===== src/rtl/h_timing_detect_pkg.sv =====
// Shared types and constants for the horizontal timing detector:
// FSM state encoding, timing width, counter saturation value and the measurement tuple.
package h_timing_detect_pkg;

  localparam int TW = 12;
  localparam logic [TW-1:0] CNT_SAT  = 12'd4095;
  localparam logic [TW-1:0] CNT_LAST = 12'd4094;

  typedef enum logic [2:0] {
    SEEK   = 3'd0,
    SYNC   = 3'd1,
    BP     = 3'd2,
    ACTIVE = 3'd3,
    FP     = 3'd4
  } h_state_e;

  typedef struct packed {
    logic [TW-1:0] sync;
    logic [TW-1:0] bp;
    logic [TW-1:0] active;
    logic [TW-1:0] fp;
    logic [TW-1:0] total;
  } h_tuple_t;

endpackage


===== src/rtl/h_timing_lock.sv =====
// Holds the last committed line tuple, compares each new commit against it and
// keeps a saturating match count from which the lock flag is derived.
module h_timing_lock
  import h_timing_detect_pkg::*;
#(
  parameter int LOCK_LINES = 2
) (
  input  logic     clk,
  input  logic     rst,
  input  logic     commit_i,
  input  logic     abort_i,
  input  h_tuple_t meas_i,
  output h_tuple_t tuple_o,
  output logic     valid_o,
  output logic     locked_o
);

  localparam logic [3:0] MATCH_MAX = 4'd15;

  h_tuple_t   tuple_q, tuple_d;
  logic [3:0] match_q, match_d;
  logic       valid_q;

  // NOTE: every variable written here gets a default first, so no path leaves it unassigned (no latch).
  always_comb begin
    tuple_d = tuple_q;
    match_d = match_q;
    if (abort_i) begin
      match_d = '0;
    end else if (commit_i) begin
      tuple_d = meas_i;
      if (meas_i == tuple_q) match_d = (match_q == MATCH_MAX) ? MATCH_MAX : match_q + 4'd1;
      else                   match_d = 4'd1;
    end
  end

  // NOTE: state registers use non-blocking assignments so all flops update together at the edge.
  always_ff @(posedge clk) begin
    if (rst) begin
      tuple_q <= '0;
      match_q <= '0;
      valid_q <= 1'b0;
    end else begin
      tuple_q <= tuple_d;
      match_q <= match_d;
      valid_q <= commit_i && !abort_i;
    end
  end

  assign tuple_o  = tuple_q;
  assign valid_o  = valid_q;
  assign locked_o = (match_q >= 4'(LOCK_LINES));

endmodule


===== src/rtl/h_timing_detect.sv =====
// Measures hsync/de line timing (sync, back porch, active, front porch, total) and flags lock.
// Define H_TIMING_DETECT_ERR_EN to add the saturating err_count output counting aborted lines.
module h_timing_detect
  import h_timing_detect_pkg::*;
#(
  parameter bit HSYNC_POL  = 1'b1,
  parameter int LOCK_LINES = 2
) (
  input  logic          clock_50,
  input  logic          reset,
  input  logic          hsync,
  input  logic          de,
  output logic [TW-1:0] h_sync_length,
  output logic [TW-1:0] h_back_porch,
  output logic [TW-1:0] h_active_pixels,
  output logic [TW-1:0] h_front_porch,
  output logic [TW-1:0] h_total_pixels,
  output logic          meas_valid,
  output logic          locked
`ifdef H_TIMING_DETECT_ERR_EN
  ,
  output logic [7:0]    err_count
`endif
);

  h_state_e      state_q, state_d;
  logic          hs_d_q;
  logic [TW-1:0] sync_q, sync_d, bp_q, bp_d, act_q, act_d, fp_q, fp_d;
  logic [TW+1:0] sum;
  logic          hs_act, lead, commit, abort, restart;
  h_tuple_t      meas, tuple;

  assign hs_act = (hsync == HSYNC_POL);
  assign lead   = hs_act && (hs_d_q != HSYNC_POL);
  assign sum    = {2'b00, sync_q} + {2'b00, bp_q} + {2'b00, act_q} + {2'b00, fp_q};
  assign meas   = '{sync: sync_q, bp: bp_q, active: act_q, fp: fp_q, total: sum[TW-1:0]};

  always_comb begin
    state_d = state_q;
    sync_d  = sync_q;
    bp_d    = bp_q;
    act_d   = act_q;
    fp_d    = fp_q;
    commit  = 1'b0;
    abort   = 1'b0;
    restart = 1'b0;
    case (state_q)
      SEEK: restart = lead;
      SYNC: begin
        if (de)                    abort = 1'b1;
        else if (!hs_act)          begin state_d = BP; bp_d = 12'd1; end
        else if (sync_q == CNT_LAST) abort = 1'b1;
        else                       sync_d = sync_q + 12'd1;
      end
      BP: begin
        // A new leading edge before any de is a blank line: start over quietly.
        if (lead)                  restart = 1'b1;
        else if (de)               begin state_d = ACTIVE; act_d = 12'd1; end
        else if (bp_q == CNT_LAST) abort = 1'b1;
        else                       bp_d = bp_q + 12'd1;
      end
      ACTIVE: begin
        if (lead)                   abort = 1'b1;
        else if (!de)               begin state_d = FP; fp_d = 12'd1; end
        else if (act_q == CNT_LAST) abort = 1'b1;
        else                        act_d = act_q + 12'd1;
      end
      FP: begin
        if (de)                    abort = 1'b1;
        else if (lead)             begin restart = 1'b1; commit = (sum <= {2'b00, CNT_SAT}); end
        else if (fp_q == CNT_LAST) abort = 1'b1;
        else                       fp_d = fp_q + 12'd1;
      end
      default: state_d = SEEK;
    endcase

    if (abort) begin
      state_d = SEEK;
      sync_d  = '0;
      bp_d    = '0;
      act_d   = '0;
      fp_d    = '0;
    end else if (restart) begin
      // The leading-edge cycle is the first cycle of the sync segment.
      state_d = SYNC;
      sync_d  = 12'd1;
      bp_d    = '0;
      act_d   = '0;
      fp_d    = '0;
    end
  end

  always_ff @(posedge clock_50) begin
    if (reset) begin
      state_q <= SEEK;
      hs_d_q  <= ~HSYNC_POL;
      sync_q  <= '0;
      bp_q    <= '0;
      act_q   <= '0;
      fp_q    <= '0;
    end else begin
      state_q <= state_d;
      hs_d_q  <= hsync;
      sync_q  <= sync_d;
      bp_q    <= bp_d;
      act_q   <= act_d;
      fp_q    <= fp_d;
    end
  end

  h_timing_lock #(.LOCK_LINES(LOCK_LINES)) u_lock (
    .clk      (clock_50),
    .rst      (reset),
    .commit_i (commit),
    .abort_i  (abort),
    .meas_i   (meas),
    .tuple_o  (tuple),
    .valid_o  (meas_valid),
    .locked_o (locked)
  );

  assign h_sync_length   = tuple.sync;
  assign h_back_porch    = tuple.bp;
  assign h_active_pixels = tuple.active;
  assign h_front_porch   = tuple.fp;
  assign h_total_pixels  = tuple.total;

`ifdef H_TIMING_DETECT_ERR_EN
  logic [7:0] err_q;

  always_ff @(posedge clock_50) begin
    if (reset)                        err_q <= '0;
    else if (abort && err_q != 8'hFF) err_q <= err_q + 8'd1;
  end

  assign err_count = err_q;
`endif

endmodule


===== config.mk =====
export PLATFORM = sky130hd
export DESIGN_NAME = h_timing_detect
export DESIGN_NICKNAME = d
export VERILOG_FILES = /design/src/rtl/h_timing_detect_pkg.sv /design/src/rtl/h_timing_lock.sv /design/src/rtl/h_timing_detect.sv
export SDC_FILE = /design/constraint.sdc
export NUM_CORES = 1
export LEC_CHECK = 0
export ABC_AREA = 1
export BUFFER_PORTS_ARGS = -buffer_cell sky130_fd_sc_hd__buf_2
export CAP_MARGIN = 20
export CORE_AREA = 2 2 125 127
export CTS_CLUSTER_DIAMETER = 30
export DETAILED_ROUTE_END_ITERATION = 8
export DIE_AREA = 0 0 127 129
export PLACE_DENSITY = 0.67
export SYNTH_ARGS = -nofsm -noshare
export SYNTH_HDL_FRONTEND = slang
export SYNTH_SLANG_ARGS = --single-unit

===== constraint.sdc =====
create_clock -name clock_50 -period 3.47 [get_ports clock_50]
set_input_delay 0.347 -clock clock_50 [delete_from_list [all_inputs] [get_ports clock_50]]
set_output_delay 0.347 -clock clock_50 [all_outputs]
set_load 0.02 [all_outputs]

Word-level counts from Yosys, hierarchy flattened
Cells that the tools add are included.

Register bits after elaboration: 117. Input port bits: 4. Output and inout port bits: 62. Logic and storage cells: 134.

Add/subtract/negate cells: 8. $lt $le $gt $ge: 2. Equality and inequality tests: 32. Muxes and demuxes: 52. Bitwise logic cells: 5. Reduce and logical (&&, ||, !) cells: 20.

Operators with widths (number): $mux 12 (15); $pmux 12 s2 (3); $eq 60x60->1 (1); $add 12x1->12 const B (4); $eq 12x12->1 const B (4); $ne 2x2->1 const B (14); $mux 1 (23); $mux 3 (6); $ne 3x3->1 const B (6); $reduce_and 6->1 (3); $add 13x12->14 (1); $add 14x12->14 (1); $le 14x12->1 const B (1); $reduce_and 7->1 (2); $add 12x12->13 (1); $pmux 3 s4 (1); $reduce_bool 2->1 (5); $mux 4 (2); $reduce_and 4->1 (2); $eq 3x2->1 const B (2); $not 1->1 (5); $add 4x1->4 const B (1); $eq 4x4->1 const B (1); $ge 4x2->1 const B (1); other kinds (11) (14).

Longest topological paths before layout
Depth in word-level cells: 8. Gate-level depth with buffers: 20. Mapped depth without buffers: 20.

Hierarchy
A second synthesis with hierarchy kept.

Cell total of the unflattened synthesis: 1266. Area, all modules: 8059.0 um^2.

By module, submodules not included: h_timing_detect (instances 1, cells each 711, area each 4655.7 um^2, seq. area each 1041.0 um^2); h_timing_lock (instances 1, cells each 555, area each 3403.3 um^2, seq. area each 1301.2 um^2).

Least setup slack after synthesis
OpenSTA, ideal clock, no wires.

Path kind: register to register. Start: register sync_q[1]. End: register u_lock.match_q[0]. Library setup time: 0.113 ns. Arrival: 3.253 ns. Required time: 3.357 ns. Slack: 0.104 ns. Cell stages (with the launch flop): 18. Path buffers: 0. Clock period less this slack: 3.366 ns. Cell sequence: dfxtp_1 inv_1 fa_1 fa_1 inv_1 ha_1 fa_1 or2_2 nand3b_1 nand2_1 nor2_1 nand3_1 nor2_1 nand4_1 nor2_1 nand3_1 o21ai_1 inv_1.

Cells in the longest elaborated chain, start to end: 7. Elaborated cells on any way between the ends: 15. Those cells by class: add/sub: 3; order compare: 1; eq/ne: 2; mux: 8; reduce/logical: 1.

Ends and longest elaborated chain: start: declaration (RTL line h_timing_detect.sv:28) `logic [TW-1:0] sync_q, sync_d, bp_q, bp_d, act_q, act_d, fp_q, fp_d;`; start signal: assignment (RTL line h_timing_detect.sv:104) `sync_q <= sync_d;`; $add 12x12->13 (RTL line h_timing_detect.sv:35) `assign sum = {2'b00, sync_q} + {2'b00, bp_q} + {2'b00, act_q} + {2'b00, fp_q};`; $add 13x12->14 (RTL line h_timing_detect.sv:35); $add 14x12->14 (RTL line h_timing_detect.sv:35); $le 14x12->1 (RTL line h_timing_detect.sv:70) `else if (lead) begin restart = 1'b1; commit = (sum <= {2'b00, CNT_SAT}); end`; $mux 1 (RTL line h_timing_detect.sv:70); $mux 1 (RTL line h_timing_detect.sv:69) `if (de) abort = 1'b1;`; $mux 1 (RTL line h_timing_detect.sv:47) `case (state_q)`; end signal: assignment (RTL line h_timing_lock.sv:45) `match_q <= match_d;`; end: declaration (RTL line h_timing_lock.sv:21) `logic [3:0] match_q, match_d;`.

Several ways; a longest one is shown, not always the timed one. A chain may end at the register's enable or synchronous reset.

Worst setup path after layout
Start: register act_q[1]. End: register u_lock.match_q[3].

Cells in the longest elaborated chain, start to end: 6. Elaborated cells on any way between the ends: 14. Those cells by class: add/sub: 2; order compare: 1; eq/ne: 2; mux: 8; reduce/logical: 1.

Ends and longest elaborated chain: start: declaration (RTL line h_timing_detect.sv:28); start signal: assignment (RTL line h_timing_detect.sv:106) `act_q <= act_d;`; $add 13x12->14 (*) (RTL line h_timing_detect.sv:35); $add 14x12->14 (*) (RTL line h_timing_detect.sv:35); via sum[2] (RTL line h_timing_detect.sv:29) `logic [TW+1:0] sum;`; $le 14x12->1 (RTL line h_timing_detect.sv:70); $mux 1 (RTL line h_timing_detect.sv:70); $mux 1 (RTL line h_timing_detect.sv:69); $mux 1 (RTL line h_timing_detect.sv:47).

Mark *: on every way through the listed nets, which the timed path passes. The rest lies on a longest branch.

==> results.cfg <==
[placed_design]
placed_area_mm2 = 0.00813
io_buffer_count = 65
dp_hpwl_mm = 16.4
place.gp.congestion = 0.959

[clocking]
cts_tree = yes
cts_made_buffers = 17
clkSinkCount = 117
root_buffer = clkbuf_16
h-tree-depth = 4
path_clk_slew_ns = 0.06
postCtsHoldBufs = 0
cts_buffer_depth = 2
insertion_delay_ns = 0.43

[power_and_ir_drop]
p_sw_uw = 1050
swShare = 0.274
internal_power_uw = 2780
pwr-share-comb = 0.140
p_clk_frac = 0.498
p_leak_uw = 0.00427
power_frac_seq = 0.362
power_per_cell_area_mw_per_mm2 = 408
peakVddDrop_uv = 371

[routing]
drc = 0
drt_iter0_markers = 647
wirelength_mm = 24.1
ant_nets = 0
drt_pass1_iterations = 5
detail_route.vias_per_cell = 5.37
wire_per_inst_um = 17.5
num_vias = 7380

[synth]
synth_enable_flop_cells = 0
synthesis.area_mm2 = 0.00737
yosysWarnings = 0
syn_inst = 1048
ys_ff_latch = 117
synth.distinct_cells = 50
synth_ff_type = dfxtp_1
synth_top_cell_area_share = 0.318
syn_area_per_cell_um2 = 7.03
yosysSeqAreaShare = 0.318
yosysTopAreaCell = dfxtp_1
ys_async_sr_fraction = 0
syn_nets = 1099
synthTopCellsByArea = dfxtp_1 (32%), nand2_1 (13%), inv_1 (8.2%)

[sta]
worst_slew_pin_slew_ns = 0.646
rsz0062_at_grt = yes
report.final.hold_viol_count = 0
fmax_mhz = 289
skew_ns = 0.00912
timing.slew.headroom = 0.569
post-route-period-util = 0.996
setup-violations-final = 0
drv_slew = 0
finalCriticalPeriod_ns = 3.46

[die]
fp.dieArea_mm2 = 0.0164
num_rows = 45
core_area_mm2 = 0.0150
ios = 66
die_y_um = 129
start_util = 0.492
die_w_um = 127

[worst_setup_path]
path_class = reg2reg
path_cells = inv_2 > fa_1 > fa_1 > inv_1 > ha_2 > fa_2 > inv_2 > nand2_1 > nand2_1 > nor2_1 > nand2_1 > nor2_1 > nand3_1 > nor2_1 > nand4_1 > nor2_2 > buf_4 > nand4_4 > a21oi_2
crit_slowest_cell = fa_2
cp_max_fo = 4
worstPathRequired_ns = 3.83
cp_slowest_stage_delay_ns = 0.56
critPathCaptureType = register
start_kind = register
reg2regPathDepth = 19
cp.arrival_ns = 3.82

[finish]
fillers = 1349
area_growth_pct = 27.2
final_common_cell = nand2_1
final_core_util = 0.626
multi_input_area_mm2 = 0.00440
nets = 1224
regArea_mm2 = 0.00236
drive_gt1_frac = 0.227
final_area_mm2 = 0.00938
mostFrequentLayoutCells = nand2_1 (244), inv_1 (154), dfxtp_1 (106)

[grt]
grt_first_pass_wirelength_mm = 34.8
grt_start_max_net_pins = 60
grt_pass1_vias = 6513
grt_use_total = 0.276
grt.overflow.total = 0
antenna_found_initial = 1

[job]
drv_cap = 0

[hold_path]
hold_path_depth = 2
hold_class = in2reg

[status]
status = completed
-- state kept, by name, summed over array words and instances (netlist names) --
name / count
act_q: 12
bp_q: 12
fp_q: 12
hs_d_q: 1
state_q: 3
sync_q: 12
u_lock.match_q: 4
u_lock.tuple_o: 60
u_lock.valid_o: 1
-- synth_stat cells, drive strengths merged (5+ instances only) --
| cell | n |
|---|---|
| a211oi | 5 |
| xnor2 | 10 |
| nand3 | 31 |
| clkbuf | 10 |
| nor2 | 94 |
| ha | 23 |
| a21oi | 80 |
| xor2 | 22 |
| nand4 | 18 |
| dfxtp | 117 |
| nand2 | 259 |
| fa | 24 |
| nor3b | 10 |
| buf | 16 |
| inv | 170 |
| nor4 | 9 |
| nor3 | 39 |
| nand3b | 7 |
| o21ai | 89 |
-- cell type report --
| class | instances | area share |
|---|---|---|
| Timing Repair inverter | 1 | 0.00173 |
| Tap cell | 188 | 0.0251 |
| Sequential cell | 117 | 0.251 |
| Timing Repair Buffer | 131 | 0.114 |
| Multi-Input combinational cell | 735 | 0.470 |
| Inverter | 170 | 0.0694 |
| Clock inverter | 7 | 0.0123 |
| Antenna cell | 1 | 0.000267 |
| Clock buffer | 25 | 0.0561 |
-- repair_timing --
| action | CTS | global route |
|---|---|---|
| setup endpoints to repair | 32 | 63 |
| buffers inserted | 1 | 9 |
| pin swaps | 11 | 27 |
| gates cloned | 1 | 13 |
| gates resized for setup | 8 | 73 |
-- per-stage QoR --
step	total power [µW]	cells	setup WS, ns	hold WS [ns]	setup TNS (ns)
2_1_floorplan	1750	1048	0.104	0.419	0
6_report	3830	1375	0.0140	0.164	0
3_5_place_dp	1900	1318	-0.119	0.460	-0.534
5_1_grt	3940	1374	-0.180	0.171	-2.85
4_1_cts	3790	1352	-0.0158	0.165	-0.0158
3_3_place_gp	1890	1318	-0.0345	0.452	-0.0370
-- path summary, 6_finish.rpt --
check             slack (ns)       start                end
setup reg to reg        0.01    act_q[1]  u_lock.match_q[3]
hold / removal          0.16       reset             hs_d_q
setup / recovery        0.01    act_q[1]  u_lock.match_q[3]
hold reg to reg         0.47  state_q[1]         state_q[1]
-- worst max-delay path: cells and delay by family (launching register included) --
family	cells	cell delay (ns)
DFF	1	0.33
buffers and inverters	4	0.27
AOI/OAI and AO/OA	1	0.11
adders and majority gates	4	1.73
and+or+nand+nor	10	0.95
-- power by group through the flow --
stage | Clock [µW] | Sequential [µW] | Combinational (µW)
floorplan | 0 | 1410 | 338
global placement | 0 | 1410 | 481
detailed placement | 0 | 1410 | 487
CTS | 1910 | 1380 | 500
global route | 1970 | 1390 | 580
finish | 1910 | 1390 | 536
-- layer usage --
layer	vias up	share of wire	track usage
met5	-	0.00046	0
li1	3615	-	-
met2	302	0.46	0.447
met3	64	0.080	0.0462
met1	3397	0.43	0.373
met4	2	0.039	0.107
-- logic make-up after synthesis --
kind of cell	after synthesis	share of synthesized area
buffers and inverters	196	0.109
AOI/OAI and AO/OA	183	0.133
adders and majority gates	47	0.104
and+or+nand+nor	472	0.294
xor gates and xnor gates	33	0.0411
DFF	117	0.318
Power figures use the tool's default switching activity.
